## config.mk

```make
export PLATFORM = sky130hd
export DESIGN_NAME = apb_uart_cmd_master_flat
export DESIGN_NICKNAME = d
export VERILOG_FILES = /design/src/rtl/apb_uart_cmd_master_if.sv /design/src/rtl/apb_uart_cmd_master.sv /design/src/flat_wrapper.sv
export SDC_FILE = /design/constraint.sdc
export NUM_CORES = 1
export LEC_CHECK = 0
export CORE_ASPECT_RATIO = 1.25
export CORE_UTILIZATION = 45
export CTS_CLUSTER_SIZE = 20
export DETAILED_ROUTE_END_ITERATION = 8
export GPL_TIMING_DRIVEN = 0
export PLACE_DENSITY = 0.86
export SYNTH_ARGS = -nofsm -noshare
export SYNTH_HDL_FRONTEND = slang
export SYNTH_SLANG_ARGS = --single-unit
```

## constraint.sdc

```tcl
create_clock -name PCLK -period 1.6 [get_ports PCLK]
set_input_delay 0.24 -clock PCLK [delete_from_list [all_inputs] [get_ports PCLK]]
set_output_delay 0.24 -clock PCLK [all_outputs]
set_load 0.005 [all_outputs]
```

## src/rtl/apb_uart_cmd_master_if.sv

```systemverilog
// Byte-stream and APB3 signal bundle for the UART command master.
// The master modport is the initiator view; slave is the UART/APB peer side.
interface apb_uart_cmd_master_if #(
  parameter int unsigned ADDR_W = 5
);
  logic [7:0]        RX_DATA;
  logic              RX_VALID;
  logic [7:0]        TX_DATA;
  logic              TX_VALID;
  logic              TX_READY;
  logic [ADDR_W-1:0] PADDR;
  logic              PSEL;
  logic              PENABLE;
  logic              PWRITE;
  logic [7:0]        PWDATA;
  logic [7:0]        PRDATA;
  logic              PREADY;
  logic              PSLVERR;

  modport master (
    input  RX_DATA, RX_VALID, TX_READY, PRDATA, PREADY, PSLVERR,
    output TX_DATA, TX_VALID, PADDR, PSEL, PENABLE, PWRITE, PWDATA
  );

  modport slave (
    output RX_DATA, RX_VALID, TX_READY, PRDATA, PREADY, PSLVERR,
    input  TX_DATA, TX_VALID, PADDR, PSEL, PENABLE, PWRITE, PWDATA
  );
endinterface

```

## src/rtl/apb_uart_cmd_master.sv

```systemverilog
// Decodes 'W addr data' / 'R addr' byte frames into one APB3 transfer and
// answers with a single response byte (read data, write ack or error code).
module apb_uart_cmd_master #(
  parameter int unsigned ADDR_W   = 5,
  parameter int unsigned TIMEOUT  = 255,
  parameter logic [7:0]  WR_ACK   = 8'h4B,
  parameter logic [7:0]  ERR_CODE = 8'h45
) (
  input  logic                  PCLK,
  input  logic                  PRESETN,
  apb_uart_cmd_master_if.master bus,
  output logic                  BUSY,
  output logic                  ERR
);

  typedef enum logic [2:0] {
    IDLE     = 3'd0,
    GET_ADDR = 3'd1,
    GET_DATA = 3'd2,
    SETUP    = 3'd3,
    ACCESS   = 3'd4,
    RESP     = 3'd5
  } state_e;

  localparam logic [7:0]  OP_WR    = 8'h57;
  localparam logic [7:0]  OP_RD    = 8'h52;
  localparam logic [15:0] TMO_LAST = 16'(TIMEOUT - 1);

  state_e            state_q, state_d;
  logic              wr_q, wr_d;
  logic [ADDR_W-1:0] paddr_q, paddr_d;
  logic [7:0]        pwdata_q, pwdata_d;
  logic              psel_q, psel_d;
  logic              penable_q, penable_d;
  logic              pwrite_q, pwrite_d;
  logic [7:0]        tx_data_q, tx_data_d;
  logic              tx_valid_q, tx_valid_d;
  logic              err_q, err_d;
  logic              busy_q, busy_d;
  logic [15:0]       cnt_q, cnt_d;

  // Next-state and registered-output computation for the frame/APB sequencer.
  always_comb begin
    state_d    = state_q;
    wr_d       = wr_q;
    paddr_d    = paddr_q;
    pwdata_d   = pwdata_q;
    psel_d     = psel_q;
    penable_d  = penable_q;
    pwrite_d   = pwrite_q;
    tx_data_d  = tx_data_q;
    tx_valid_d = tx_valid_q;
    err_d      = 1'b0;
    cnt_d      = cnt_q;

    case (state_q)
      IDLE: begin
        if (bus.RX_VALID) begin
          if (bus.RX_DATA == OP_WR) begin
            wr_d    = 1'b1;
            state_d = GET_ADDR;
          end else if (bus.RX_DATA == OP_RD) begin
            wr_d    = 1'b0;
            state_d = GET_ADDR;
          end else begin
            err_d   = 1'b1;
          end
        end else begin
          state_d = IDLE;
        end
      end

      GET_ADDR: begin
        if (bus.RX_VALID) begin
          paddr_d = bus.RX_DATA[ADDR_W-1:0];
          if (wr_q) begin
            state_d = GET_DATA;
          end else begin
            state_d  = SETUP;
            psel_d   = 1'b1;
            pwrite_d = 1'b0;
            cnt_d    = 16'd0;
          end
        end else begin
          state_d = GET_ADDR;
        end
      end

      GET_DATA: begin
        if (bus.RX_VALID) begin
          pwdata_d = bus.RX_DATA;
          state_d  = SETUP;
          psel_d   = 1'b1;
          pwrite_d = wr_q;
          cnt_d    = 16'd0;
        end else begin
          state_d = GET_DATA;
        end
      end

      SETUP: begin
        penable_d = 1'b1;
        state_d   = ACCESS;
      end

      // Completion and timeout both close the transfer and queue a response.
      ACCESS: begin
        if (bus.PREADY) begin
          psel_d    = 1'b0;
          penable_d = 1'b0;
          state_d   = RESP;
          if (bus.PSLVERR) begin
            tx_data_d = ERR_CODE;
            err_d     = 1'b1;
          end else if (pwrite_q) begin
            tx_data_d = WR_ACK;
          end else begin
            tx_data_d = bus.PRDATA;
          end
        end else if (cnt_q == TMO_LAST) begin
          cnt_d     = cnt_q + 16'd1;
          psel_d    = 1'b0;
          penable_d = 1'b0;
          tx_data_d = ERR_CODE;
          err_d     = 1'b1;
          state_d   = RESP;
        end else begin
          cnt_d = cnt_q + 16'd1;
        end
      end

      RESP: begin
        if (!tx_valid_q) begin
          tx_valid_d = 1'b1;
        end else if (bus.TX_READY) begin
          tx_valid_d = 1'b0;
          state_d    = IDLE;
        end else begin
          tx_valid_d = 1'b1;
        end
      end

      default: begin
        state_d    = IDLE;
        psel_d     = 1'b0;
        penable_d  = 1'b0;
        tx_valid_d = 1'b0;
      end
    endcase

    busy_d = (state_d != IDLE);
  end

  // State and output registers with synchronous active-low reset.
  always_ff @(posedge PCLK) begin
    if (!PRESETN) begin
      state_q    <= IDLE;
      wr_q       <= 1'b0;
      paddr_q    <= '0;
      pwdata_q   <= 8'h00;
      psel_q     <= 1'b0;
      penable_q  <= 1'b0;
      pwrite_q   <= 1'b0;
      tx_data_q  <= 8'h00;
      tx_valid_q <= 1'b0;
      err_q      <= 1'b0;
      busy_q     <= 1'b0;
      cnt_q      <= 16'd0;
    end else begin
      state_q    <= state_d;
      wr_q       <= wr_d;
      paddr_q    <= paddr_d;
      pwdata_q   <= pwdata_d;
      psel_q     <= psel_d;
      penable_q  <= penable_d;
      pwrite_q   <= pwrite_d;
      tx_data_q  <= tx_data_d;
      tx_valid_q <= tx_valid_d;
      err_q      <= err_d;
      busy_q     <= busy_d;
      cnt_q      <= cnt_d;
    end
  end

  assign bus.PADDR    = paddr_q;
  assign bus.PWDATA   = pwdata_q;
  assign bus.PSEL     = psel_q;
  assign bus.PENABLE  = penable_q;
  assign bus.PWRITE   = pwrite_q;
  assign bus.TX_DATA  = tx_data_q;
  assign bus.TX_VALID = tx_valid_q;
  assign BUSY         = busy_q;
  assign ERR          = err_q;

endmodule

```

## src/flat_wrapper.sv

```systemverilog
// flat-port wrapper written by rule: the top's interface ports become plain ports
module apb_uart_cmd_master_flat 
#(
  parameter int unsigned ADDR_W   = 5,
  parameter int unsigned TIMEOUT  = 255,
  parameter logic [7:0]  WR_ACK   = 8'h4B,
  parameter logic [7:0]  ERR_CODE = 8'h45
)
  (PCLK, PRESETN, BUSY, ERR, bus_RX_DATA, bus_RX_VALID, bus_TX_READY, bus_PRDATA, bus_PREADY, bus_PSLVERR, bus_TX_DATA, bus_TX_VALID, bus_PADDR, bus_PSEL, bus_PENABLE, bus_PWRITE, bus_PWDATA);
  apb_uart_cmd_master_if #(.ADDR_W(ADDR_W)) bus_i ();
  input  logic PCLK;
  input  logic PRESETN;
  output logic BUSY;
  output logic ERR;
  input wire logic [$bits(bus_i.RX_DATA)-1:0] bus_RX_DATA;
  input wire logic [$bits(bus_i.RX_VALID)-1:0] bus_RX_VALID;
  input wire logic [$bits(bus_i.TX_READY)-1:0] bus_TX_READY;
  input wire logic [$bits(bus_i.PRDATA)-1:0] bus_PRDATA;
  input wire logic [$bits(bus_i.PREADY)-1:0] bus_PREADY;
  input wire logic [$bits(bus_i.PSLVERR)-1:0] bus_PSLVERR;
  output wire logic [$bits(bus_i.TX_DATA)-1:0] bus_TX_DATA;
  output wire logic [$bits(bus_i.TX_VALID)-1:0] bus_TX_VALID;
  output wire logic [$bits(bus_i.PADDR)-1:0] bus_PADDR;
  output wire logic [$bits(bus_i.PSEL)-1:0] bus_PSEL;
  output wire logic [$bits(bus_i.PENABLE)-1:0] bus_PENABLE;
  output wire logic [$bits(bus_i.PWRITE)-1:0] bus_PWRITE;
  output wire logic [$bits(bus_i.PWDATA)-1:0] bus_PWDATA;
  assign bus_i.RX_DATA = bus_RX_DATA;
  assign bus_i.RX_VALID = bus_RX_VALID;
  assign bus_i.TX_READY = bus_TX_READY;
  assign bus_i.PRDATA = bus_PRDATA;
  assign bus_i.PREADY = bus_PREADY;
  assign bus_i.PSLVERR = bus_PSLVERR;
  assign bus_TX_DATA = bus_i.TX_DATA;
  assign bus_TX_VALID = bus_i.TX_VALID;
  assign bus_PADDR = bus_i.PADDR;
  assign bus_PSEL = bus_i.PSEL;
  assign bus_PENABLE = bus_i.PENABLE;
  assign bus_PWRITE = bus_i.PWRITE;
  assign bus_PWDATA = bus_i.PWDATA;
  apb_uart_cmd_master #(.ADDR_W(ADDR_W), .TIMEOUT(TIMEOUT), .WR_ACK(WR_ACK), .ERR_CODE(ERR_CODE)) u_core (.PCLK(PCLK), .PRESETN(PRESETN), .bus(bus_i), .BUSY(BUSY), .ERR(ERR));
endmodule
```

Word level (Yosys, flattened, before mapping)
Index checks and enable logic that the tools add are counted.
{"block": "totals", "out_inout_bits": 27, "word_cells": 88, "register_bits": 47, "inputBits": 22}
{"block": "classes", "n_mux": 43, "add_sub_neg": 1, "n_eq_ne": 13, "bitwise_logic": 2, "reduce_logical": 17}
{"op": "2-to-1 mux 16 bit", "n": 4}
{"op": "case mux 16 bit (3 select lines)", "n": 1}
{"op": "2-to-1 mux 8 bit", "n": 4}
{"op": "2-to-1 mux 3 bit", "n": 7}
{"op": "2-to-1 mux 1 bit", "n": 20}
{"op": "case mux 3 bit (6 select lines)", "n": 1}
{"op": "adder 16 x 1 -> 16 bit, second input constant", "n": 1}
{"op": "equality test 16 x 8 -> 1 bit, second input constant", "n": 1}
{"op": "equality test 8 x 7 -> 1 bit, second input constant", "n": 2}
{"op": "AND reduction 5 bit", "n": 2}
{"op": "!= test 2 bit, second input constant", "n": 4}
{"op": "AND reduction 2 bit", "n": 4}
{"op": "equality test 3 x 2 -> 1 bit, second input constant", "n": 2}
{"op": "equality test 3 bit, second input constant", "n": 2}
{"op": "case mux 1 bit (2 select lines)", "n": 3}
{"op": "nonzero test 2 bit", "n": 3}
{"op": "nonzero test 3 bit", "n": 2}
{"op": "OR reduction 5 bit", "n": 1}
{"op": "case mux 1 bit (4 select lines)", "n": 1}
{"op": "AND reduction 4 bit", "n": 1}
{"op": "OR reduction 4 bit", "n": 1}
{"op": "equality test 3 x 1 -> 1 bit, second input constant", "n": 1}
{"op": "logical NOT 3 bit", "n": 1}
{"op": "!= test 3 x 2 -> 1 bit, second input constant", "n": 1}
{"op": "other kinds (5)", "n": 6}

Depth between registers and ports, before layout
Gate-level depths: netlist of the first run.
{"block": "logic_depth", "ltp_word": 6, "depth_mapped": 7, "mapped_depth_nobuf": 6}

Least setup slack after synthesis of the first run
Ideal clock, no wire load.
{"block": "synth_timing", "path_type": "register to register", "start": "reg u_core.cnt_q[0]", "end": "reg u_core.tx_data_q[0], in the netlist u_core.bus.TX_DATA[0]", "required_time_ns": 1.528, "setup_time_ns": 0.072, "stages_incl_launch_ff": 8, "period_less_slack_ns": 1.559, "slack_ns": 0.041, "arrival_time_ns": 1.488, "n_path_buf": 1, "path_cell_list": "dfxtp_1 -> inv_1 -> ha_1 -> and3b_1 -> and4_1 -> o211ai_1 -> buf_2 -> mux2i_1"}
{"block": "synth_via", "elab_chain_len": 3}
{"element": "from (decl)", "line": "apb_uart_cmd_master.sv:40", "source": "logic [15:0] cnt_q, cnt_d;"}
{"element": "from (signal assigned)", "line": "apb_uart_cmd_master.sv:181", "source": "cnt_q <= cnt_d;"}
{"element": "equality test 16 x 8 -> 1 bit", "line": "apb_uart_cmd_master.sv:120", "source": "end else if (cnt_q == TMO_LAST) begin"}
{"element": "nonzero test 2 bit (no source line)"}
{"element": "AND reduction 2 bit (no source line)"}
{"element": "to (signal assigned)", "line": "apb_uart_cmd_master.sv:177", "source": "tx_data_q <= tx_data_d;"}
{"element": "to (decl)", "line": "apb_uart_cmd_master.sv:36", "source": "logic [7:0] tx_data_q, tx_data_d;"}
No other way between the ends.
A chain may end at the register's enable or synchronous reset.

Final worst setup path of the first run
{"block": "layout_timing", "start": "reg u_core.state_q[2]", "end": "reg u_core.cnt_q[15]"}
{"block": "layout_via", "elab_chain_len": 3, "elab_cells_between_ends": 10, "cone_classes": "7 x eq/ne; 1 x mux; 2 x reduce/logical"}
{"element": "from (decl)", "line": "apb_uart_cmd_master.sv:29", "source": "state_e state_q, state_d;"}
{"element": "from (signal assigned)", "line": "apb_uart_cmd_master.sv:170", "source": "state_q <= state_d;"}
{"element": "equality test 3 bit (tied with other cells)", "line": "apb_uart_cmd_master.sv:56", "source": "case (state_q)"}
{"element": "!= test 2 bit (no source line) or nonzero test 3 bit (tied branches)"}
{"element": "AND reduction 5 bit (no source line)"}
Several ways; a longest one is shown, not always the timed one.

==> impl_metrics.json, run 1 <==
{
  "hold_violations": 0,
  "grt_max_degree": 15,
  "globalRouteTotalUtil": 0.236,
  "die_h_um": 83.9,
  "holdPathStages": 3,
  "rsz0062_at_grt": "yes",
  "core_area_um2": 5120,
  "num_io_pins": 49,
  "syn_avg_cell_area_um2": 8.52,
  "grt_pass1_vias": 2215,
  "cts_tree": "built",
  "wl_per_cell_um": 15.5,
  "async_flop_share": 0,
  "grt_pass1_wl_mm": 10.3,
  "setup_violations": 7,
  "end_kind": "register",
  "clk_path_buf_depth": 2,
  "period_needed_ns": 1.64,
  "ys.flop_type": "dfxtp_1",
  "yosysWarningCount": 0,
  "worst_slew_pin_slew_ns": 0.494,
  "worstSetupPathType": "reg2reg",
  "syn_nets": 307,
  "area.sequential_um2": 951,
  "antenna_found_initial": 0,
  "reg2reg_slack_ns": -0.04,
  "cp.arrival_ns": 1.88,
  "synthesis.area_um2": 2410,
  "crit_fanout": 9,
  "maxCapViolCount": 0,
  "synthTopCellsByCount": "47 x dfxtp_1, 38 x nand2_1, 31 x nand3_1, 27 x mux2i_1, 24 x a21oi_1",
  "clock.fmax_mhz": 611,
  "die_width_um": 67.5,
  "p_leak_nw": 1.10,
  "first_pass_iters": 4,
  "rows": 29,
  "root_buffer": "clkbuf_8",
  "vias": 2317,
  "syn_to_final_growth_pct": 33.2,
  "irDropWorstVdd_mv": 0.558,
  "routed_wl_mm": 6.28,
  "synth.distinct_cells": 42,
  "period_share": 1.02,
  "netlist.area_leader.share": 0.390,
  "ys_seq_area_frac": 0.390,
  "gp_congestion": 0.805,
  "clock_skew_ns": 0.00272,
  "pwr_density_cell_nw_per_um2": 637,
  "syn_inst": 283,
  "yosys.area.top_type": "dfxtp_1",
  "hold_buffers": 0,
  "synth_edf_count": 0,
  "synth.most_common_cell": "dfxtp_1",
  "via_per_inst": 5.71,
  "worstRegToRegCells": 5,
  "drt_iter0_drc": 137,
  "clkSinkCount": 47,
  "htreeDepth": 2,
  "fin_nets": 367,
  "drive_gt1_frac": 0.157,
  "fin_ws_ns": -0.0369,
  "finalMaxSlewViolations": 0,
  "ys_seq_elements": 47,
  "relSlewSlack": 0.670,
  "hold_class": "in2reg",
  "start_util": 0.472,
  "insertion_delay_ns": 0.31,
  "synthTopCellsByArea": "dfxtp_1 39%, mux2i_1 11%, nand3_1 6.4%",
  "cp-start-kind": "register",
  "die_area_um2": 5660,
  "n_antenna_cell": 0,
  "ant_nets": 0,
  "globalRouteOverflowTotal": 0,
  "port_buffers": 47,
  "dpl.hpwl_mm": 4.39,
  "status": "finished with violations",
  "violations": "setup timing",
  "fillers": 407,
  "cts_buffers": 5,
  "whs_ns": 0.313,
  "path_clk_slew_ns": 0.09,
  "multi_input_area_um2": 1430,
  "power.total_mw": 2.05,
  "route.detailed.drc": 0,
  "required_ns": 1.84
}
==> power by group <==
part	switching, mW	total, mW	internal [mW]
Clock	0.417	0.723	0.306
Sequential	0.00192	1.17	1.17
Combinational	0.0768	0.150	0.0730
Total	0.496	2.05	1.55
==> repair_timing <==
item / CTS / global route
cloned: 1 / 0
gates resized for setup: 28 / 19
setup endpoints to repair: 28 / 33
pin swaps: 2 / 3
setup buffers: 5 / 1
==> worst paths after layout <==
check | start | to
min reg2reg | u_core.bus.TX_DATA[3] | u_core.bus.TX_DATA[3]
max | u_core.state_q[2] | u_core.cnt_q[15]
min | PRESETN | u_core.cnt_q[1]
max reg2reg | u_core.state_q[2] | u_core.cnt_q[15]
==> registers in the layout (all words and copies together) (netlist names), 3 cells and up <==
register and count:
u_core.cnt_q 16, u_core.bus.PWDATA 8, u_core.bus.TX_DATA 8, u_core.state_q 3
u_core.bus.PADDR 5
==> cell usage in the layout, fill, tap and decap left out, drive strengths merged, types with 2 or more instances in the layout <==
master | Yosys | final
nand4 | 3 | 3
and2 | 2 | 2
inv | 4 | 4
nand3b | 15 | 15
nand3 | 31 | 31
nand2 | 38 | 38
nand2b | 3 | 3
ha | 2 | 2
clkbuf | 14 | 18
nor2 | 10 | 10
a211oi | 6 | 6
and4 | 2 | 2
a21o | 2 | 2
dlygate4sd2 | 0 | 2
a21oi | 24 | 24
dfxtp | 47 | 47
nor3b | 3 | 3
a2111oi | 2 | 2
clkinv | 1 | 2
clkdlybuf4s50 | 0 | 45
a31oi | 2 | 2
mux2i | 27 | 27
o21ai | 10 | 10
buf | 8 | 16
o311a | 3 | 3
o211ai | 3 | 3
nor2b | 7 | 7
==> kinds of logic (layout without fill, tap and decap cells) <==
family	Yosys count	count (layout)	synth area share
simple gates	124	124	0.274
compound gates	55	55	0.157
flops	47	47	0.390
mux	27	27	0.112
fa+ha+maj	2	2	0.0104
buf+inv	27	88	0.0534
xor+xnor	1	1	0.00363
==> per-stage QoR <==
stage	setup TNS (ns)	setup WS (ns)	cell area, um^2	std cells	utilization
after floorplan	0	0.0406	2410	283	-
after CTS	-0.408	-0.0583	3160	406	0.618
final	-0.116	-0.0369	3210	406	0.628
after global placement	-10.94	-0.505	2960	392	0.579
after global routing	-1.20	-0.105	3210	406	0.628
after detailed placement	-12.28	-0.539	2960	392	0.579
==> critical path, stage by stage, from the launching register on <==
cell and delay, ns:
dfxtp_2 0.36, or3b_1 0.35, a21o_1 0.19, buf_6 0.15, a2111oi_4 0.30, mux2i_1 0.22
==> routing by layer <==
layer	up-vias	part of all wire	global-route usage
met4	0	0.014	0.0774
met2	56	0.54	0.419
met3	11	0.047	0.0574
met5	-	0	0
li1	1133	-	-
met1	1117	0.40	0.262
==> area by class of cell <==
type	count	share of cell area
Buffer	21	0.0401
Timing Repair Buffer	54	0.163
Inverter	5	0.00584
Sequential cell	47	0.296
Tap cell	62	0.0241
Clock inverter	2	0.00389
Multi-Input combinational cell	209	0.445
Clock buffer	6	0.0226
Note: power is estimated with default switching activity, not from simulation.
==> run 2, diff against run 1 <==
--- a/config.mk
+++ b/config.mk
@@ -5,12 +5,14 @@
 export SDC_FILE = /design/constraint.sdc
 export NUM_CORES = 1
 export LEC_CHECK = 0
+export CAP_MARGIN = 20
 export CORE_ASPECT_RATIO = 1.25
-export CORE_UTILIZATION = 45
+export CORE_MARGIN = 3
+export CORE_UTILIZATION = 46
 export CTS_CLUSTER_SIZE = 20
 export DETAILED_ROUTE_END_ITERATION = 8
 export GPL_TIMING_DRIVEN = 0
-export PLACE_DENSITY = 0.86
+export PLACE_DENSITY = 0.88
 export SYNTH_ARGS = -nofsm -noshare
 export SYNTH_HDL_FRONTEND = slang
 export SYNTH_SLANG_ARGS = --single-unit
==> run 2 against run 1 <==
  * The run still ends with setup timing left
  * Global-route usage down 1.4 points
  * Sequential cell count unchanged
  * Critical path depth unchanged
  * Final cell count down 0.25%
==> impl_metrics.json, run 2 (synthesized netlist as in run 1, its figures left out) <==
{
  "status": "finished with violations",
  "violations": "setup timing",
  "antenna_found_initial": 0,
  "finalNonFillerCells": 405,
  "routed_wl_mm": 6.79,
  "finalMaxSlewViolations": 0,
  "first_pass_iters": 4,
  "final_cell_mix": "45 x clkdlybuf4s50_1, 38 x nand2_1, 38 x dfxtp_1, 30 x nand3_1, 27 x mux2i_1",
  "largest_reg_flops": 16,
  "hold_buffers": 0,
  "post-route-util": 0.667,
  "via_per_inst": 5.82,
  "setup_violations": 7,
  "dpl.hpwl_mm": 4.55,
  "critical_path.top_delay_family": "compound AO/OA/AOI/OAI gates",
  "drt_iter0_drc": 219,
  "slowest_stage": "dfxtp_2",
  "place_inst": 390,
  "cts_buffers": 5,
  "period_needed_ns": 1.63,
  "n_antenna_cell": 0,
  "gp_congestion": 0.890,
  "clk_path_buf_depth": 2,
  "hold_violations": 0,
  "grt_pass1_wl_mm": 11.2,
  "worstSetupPathType": "reg2reg",
  "rows": 28,
  "final_common_cell": "clkdlybuf4s50_1",
  "required_ns": 1.84,
  "pwr_density_cell_nw_per_um2": 654,
  "combPwrFrac": 0.072,
  "clock.fmax_mhz": 612,
  "worst_slew_pin_slew_ns": 0.510,
  "p_leak_nw": 1.13,
  "num_io_pins": 49,
  "path_cells": "or3b_1 > a21o_1 > buf_6 > a2111oi_4 > mux2i_1",
  "ant_nets": 0,
  "clock_skew_ns": 0.00933,
  "core_area_um2": 4900,
  "fin_nets": 368,
  "port_buffers": 47,
  "die_width_um": 70.8,
  "end_kind": "register",
  "switching_power_uw": 501,
  "whs_ns": 0.309,
  "path_clk_slew_ns": 0.09,
  "slowest_delay_ns": 0.36,
  "globalRouteOverflowTotal": 0,
  "drive_gt1_frac": 0.165,
  "die_area_um2": 6150,
  "irDropWorstVdd_mv": 0.609,
  "crit_fanout": 9,
  "regMostFlops": "u_core.cnt_q",
  "placed_area_um2": 2960,
  "switching_share": 0.234,
  "syn_to_final_growth_pct": 35.7,
  "rsz0062_at_grt": "yes",
  "grt_max_degree": 15,
  "vias": 2358,
  "relSlewSlack": 0.660,
  "power.total_mw": 2.14,
  "power_frac_seq": 0.548,
  "final_cell_area_um2": 3270,
  "fin_ws_ns": -0.0349,
  "pre_cts_slack_ns": -0.553,
  "maxCapViolCount": 0,
  "start_util": 0.492,
  "path_buf_inv": 1,
  "setup_tns_ns": -0.139,
  "die_h_um": 87.0,
  "cp.arrival_ns": 1.88,
  "insertion_delay_ns": 0.31,
  "globalRouteTotalUtil": 0.222,
  "clkSinkCount": 47,
  "wl_per_cell_um": 16.8,
  "htreeDepth": 2,
  "cts_tree": "built",
  "cp-start-kind": "register",
  "root_buffer": "clkbuf_8",
  "clkPwrFrac": 0.379,
  "hold_class": "in2reg",
  "period_share": 1.02,
  "p_int_mw": 1.64,
  "route.detailed.drc": 0,
  "grt_pass1_vias": 2492
}
run 2: worst paths after layout:
check	end	cells past startpoint	slack, ns	from
worst max-delay path	u_core.cnt_q[15]	5	-0.03	u_core.state_q[2]
worst min-delay path	u_core.cnt_q[1]	3	0.31	PRESETN
worst max register to register	u_core.cnt_q[15]	5	-0.03	u_core.state_q[2]
worst min register to register	u_core.bus.PWDATA[4]	2	0.46	u_core.bus.PWDATA[4]
run 2: layer usage:
metal	GRT usage	share of wire	vias to the layer above	wire (um)
met2	0.414	0.55	80	3740
met5	0	0	-	0
li1	-	-	1138	-
met3	0.0508	0.048	15	327
met4	0.0855	0.021	0	144
met1	0.241	0.38	1125	2580
run 2: power by group through the flow:
stage	Clock [mW]	Sequential, mW	Combinational [mW]
finish	0.813	1.17	0.155
global placement	0	1.20	0.143
detailed placement	0	1.20	0.147
floorplan	0	1.20	0.0615
global route	0.846	1.17	0.168
CTS	0.818	1.17	0.147
run 2: cell type report:
class | count | area, um^2
buffer | 21 | 138
clock buffer | 7 | 96.3
timing repair buffer | 55 | 528
fill | 384 | 1630
multi-input combinational | 209 | 1460
inverter | 5 | 18.8
tap | 60 | 75.1
sequential | 47 | 952
clock inverter | 1 | 7.51
run 2: what timing repair did:
action / 4_1_cts / 5_1_grt
cloned: 1 / 0
hold endpoints to repair: 0 / 0
gates resized for setup: 28 / 32
pin swaps: 5 / 4
setup buffers: 7 / 1
endpoints found under the setup margin: 30 / 40
run 2: worst register-to-register path: cells and delay by family, from the launching register on:
kind                   cells  cell delay (ns)
buffers and inverters      1             0.15
flip-flops                 1             0.36
AO/OA/AOI/OAI              2             0.51
AND/OR/NAND/NOR            1             0.35
multiplexers               1             0.21
==> variant: new RTL, config.mk and constraints of run 1 <==
`ADDR_W` is set to 5 in 3 places; all go to 6.
--- a/src/rtl/apb_uart_cmd_master_if.sv
+++ b/src/rtl/apb_uart_cmd_master_if.sv
@@ -3,3 +3,3 @@
 interface apb_uart_cmd_master_if #(
-  parameter int unsigned ADDR_W = 5
+  parameter int unsigned ADDR_W = 6
 );
--- a/src/rtl/apb_uart_cmd_master.sv
+++ b/src/rtl/apb_uart_cmd_master.sv
@@ -3,3 +3,3 @@
 module apb_uart_cmd_master #(
-  parameter int unsigned ADDR_W   = 5,
+  parameter int unsigned ADDR_W   = 6,
   parameter int unsigned TIMEOUT  = 255,
--- a/src/flat_wrapper.sv
+++ b/src/flat_wrapper.sv
@@ -3,3 +3,3 @@
 #(
-  parameter int unsigned ADDR_W   = 5,
+  parameter int unsigned ADDR_W   = 6,
   parameter int unsigned TIMEOUT  = 255,
Interface: changed (resized bus_PADDR); port bits go from 49 to 50. The function was not compared with the original's and may differ.
==> variant against run 1 <==
The run still ends with negative setup slack left; design area grew 5.9%; sequential share of layout area shrank 0.99 points; routed wire length grew 6.1%; fmax shrank 2.4%; clock power grew 33%; sequential cell count grew 1; critical path type unchanged; total power grew 12%; setup slack lost 0.040 ns; synthesized area shrank 3.6%.
==> variant: results (changes against run 1) <==
TOTAL_NEGATIVE_SLACK_NS=-0.655  # -0.539 ns
WORSTHOLDENDPOINT='u_core.bus.PWDATA[5]'
HOLD_PATH.STARTPOINT='bus_RX_DATA[5]'
YS_TOP_CELLS_BY_COUNT='sky130_fd_sc_hd__dfxtp_1, sky130_fd_sc_hd__nand2_1, sky130_fd_sc_hd__a21oi_1'
FIN_AREA_MM2=0.00340  # +5.9%
REG2REG_DEPTH=6  # +1
FINAL_CRITICAL_PATH_SETUP_SLACK_NS=-0.0766  # -0.0397 ns
NUMBER_OF_NON_FILLER_INSTANCES_IN_THE_COMPLETED_LAYOUT=402  # -0.99%
CRIT_PATH_TOP_DELAY_CELL='sky130_fd_sc_hd__nor4_2'
SYN_NETS=291  # -5.2%
STATUS='complete, but fails checks'
YOSYSSEQAREASHARE_PCT=41.3  # +2.3 points
BUFFERS_EXCL_CLOCK=85  # +13%
SYNTH_CELL_TYPE_COUNT=46  # +9.5%
WL_MET1_UM=2700  # +8.6%
FIN_NETS=365  # -0.54%
CLOCK_TREE_AREA_FRACTION_PCT=3.71  # +1.1 points
VIOLATIONS='negative setup slack'
HOLD_SLACK_NS=0.282  # -0.0313 ns
DP_HPWL_UM=4080  # -7.2%
FINALSETUPVIOLCOUNT=14  # +7
PLACE_WORST_SETUP_SLACK_NS=-0.684  # -0.145 ns
NFILLCELLS=337  # -17%
MULTI_INPUT_AREA_SHARE_PCT=41.9  # -2.6 points
CTSRESIZECOUNT=21  # -25%
DETAIL_ROUTE.WIRELENGTH_UM=6660  # +6.1%
NONCLKBUFAREAFRAC_PCT=23.0  # +2.7 points
AREA.SHARE.SEQUENTIAL_PCT=28.6  # -0.99 points
CTS_SETUP_BUFFERS=11  # +6
FIRST_GLOBAL_VIAS=2167  # -2.2%
FIN_WORST_SKEW_NS=0.00678  # +0.00406 ns
==> variant: routing by layer <==
layer | track usage [%] | vias up
met2 | 42.1 | 87
met1 | 27.7 | 1146
met4 | 7.66 | 0
met5 | 0 | -
met3 | 5.08 | 18
li1 | - | 1138
==> variant: how the worst max path moves through the flow <==
stage	startpoint	endpoint	slack, ns	depth (start not counted)
floorplan	u_core.state_q[2]	u_core.cnt_q[0]	-0.002	7
global placement	bus_RX_VALID	u_core.cnt_q[0]	-0.66	6
detailed placement	bus_RX_VALID	u_core.cnt_q[0]	-0.68	6
CTS	u_core.state_q[2]	u_core.cnt_q[9]	-0.07	6
global route	u_core.cnt_q[8]	u_core.bus.TX_DATA[7]	-0.16	6
finish	u_core.cnt_q[8]	u_core.bus.TX_DATA[7]	-0.08	6
==> variant: where the power goes <==
group	leakage (nW)	switching, mW	internal (mW)	total [mW]
registers	0.391	0.00190	1.19	1.20
logic	0.740	0.0665	0.0737	0.140
clock network	0.0645	0.406	0.552	0.958
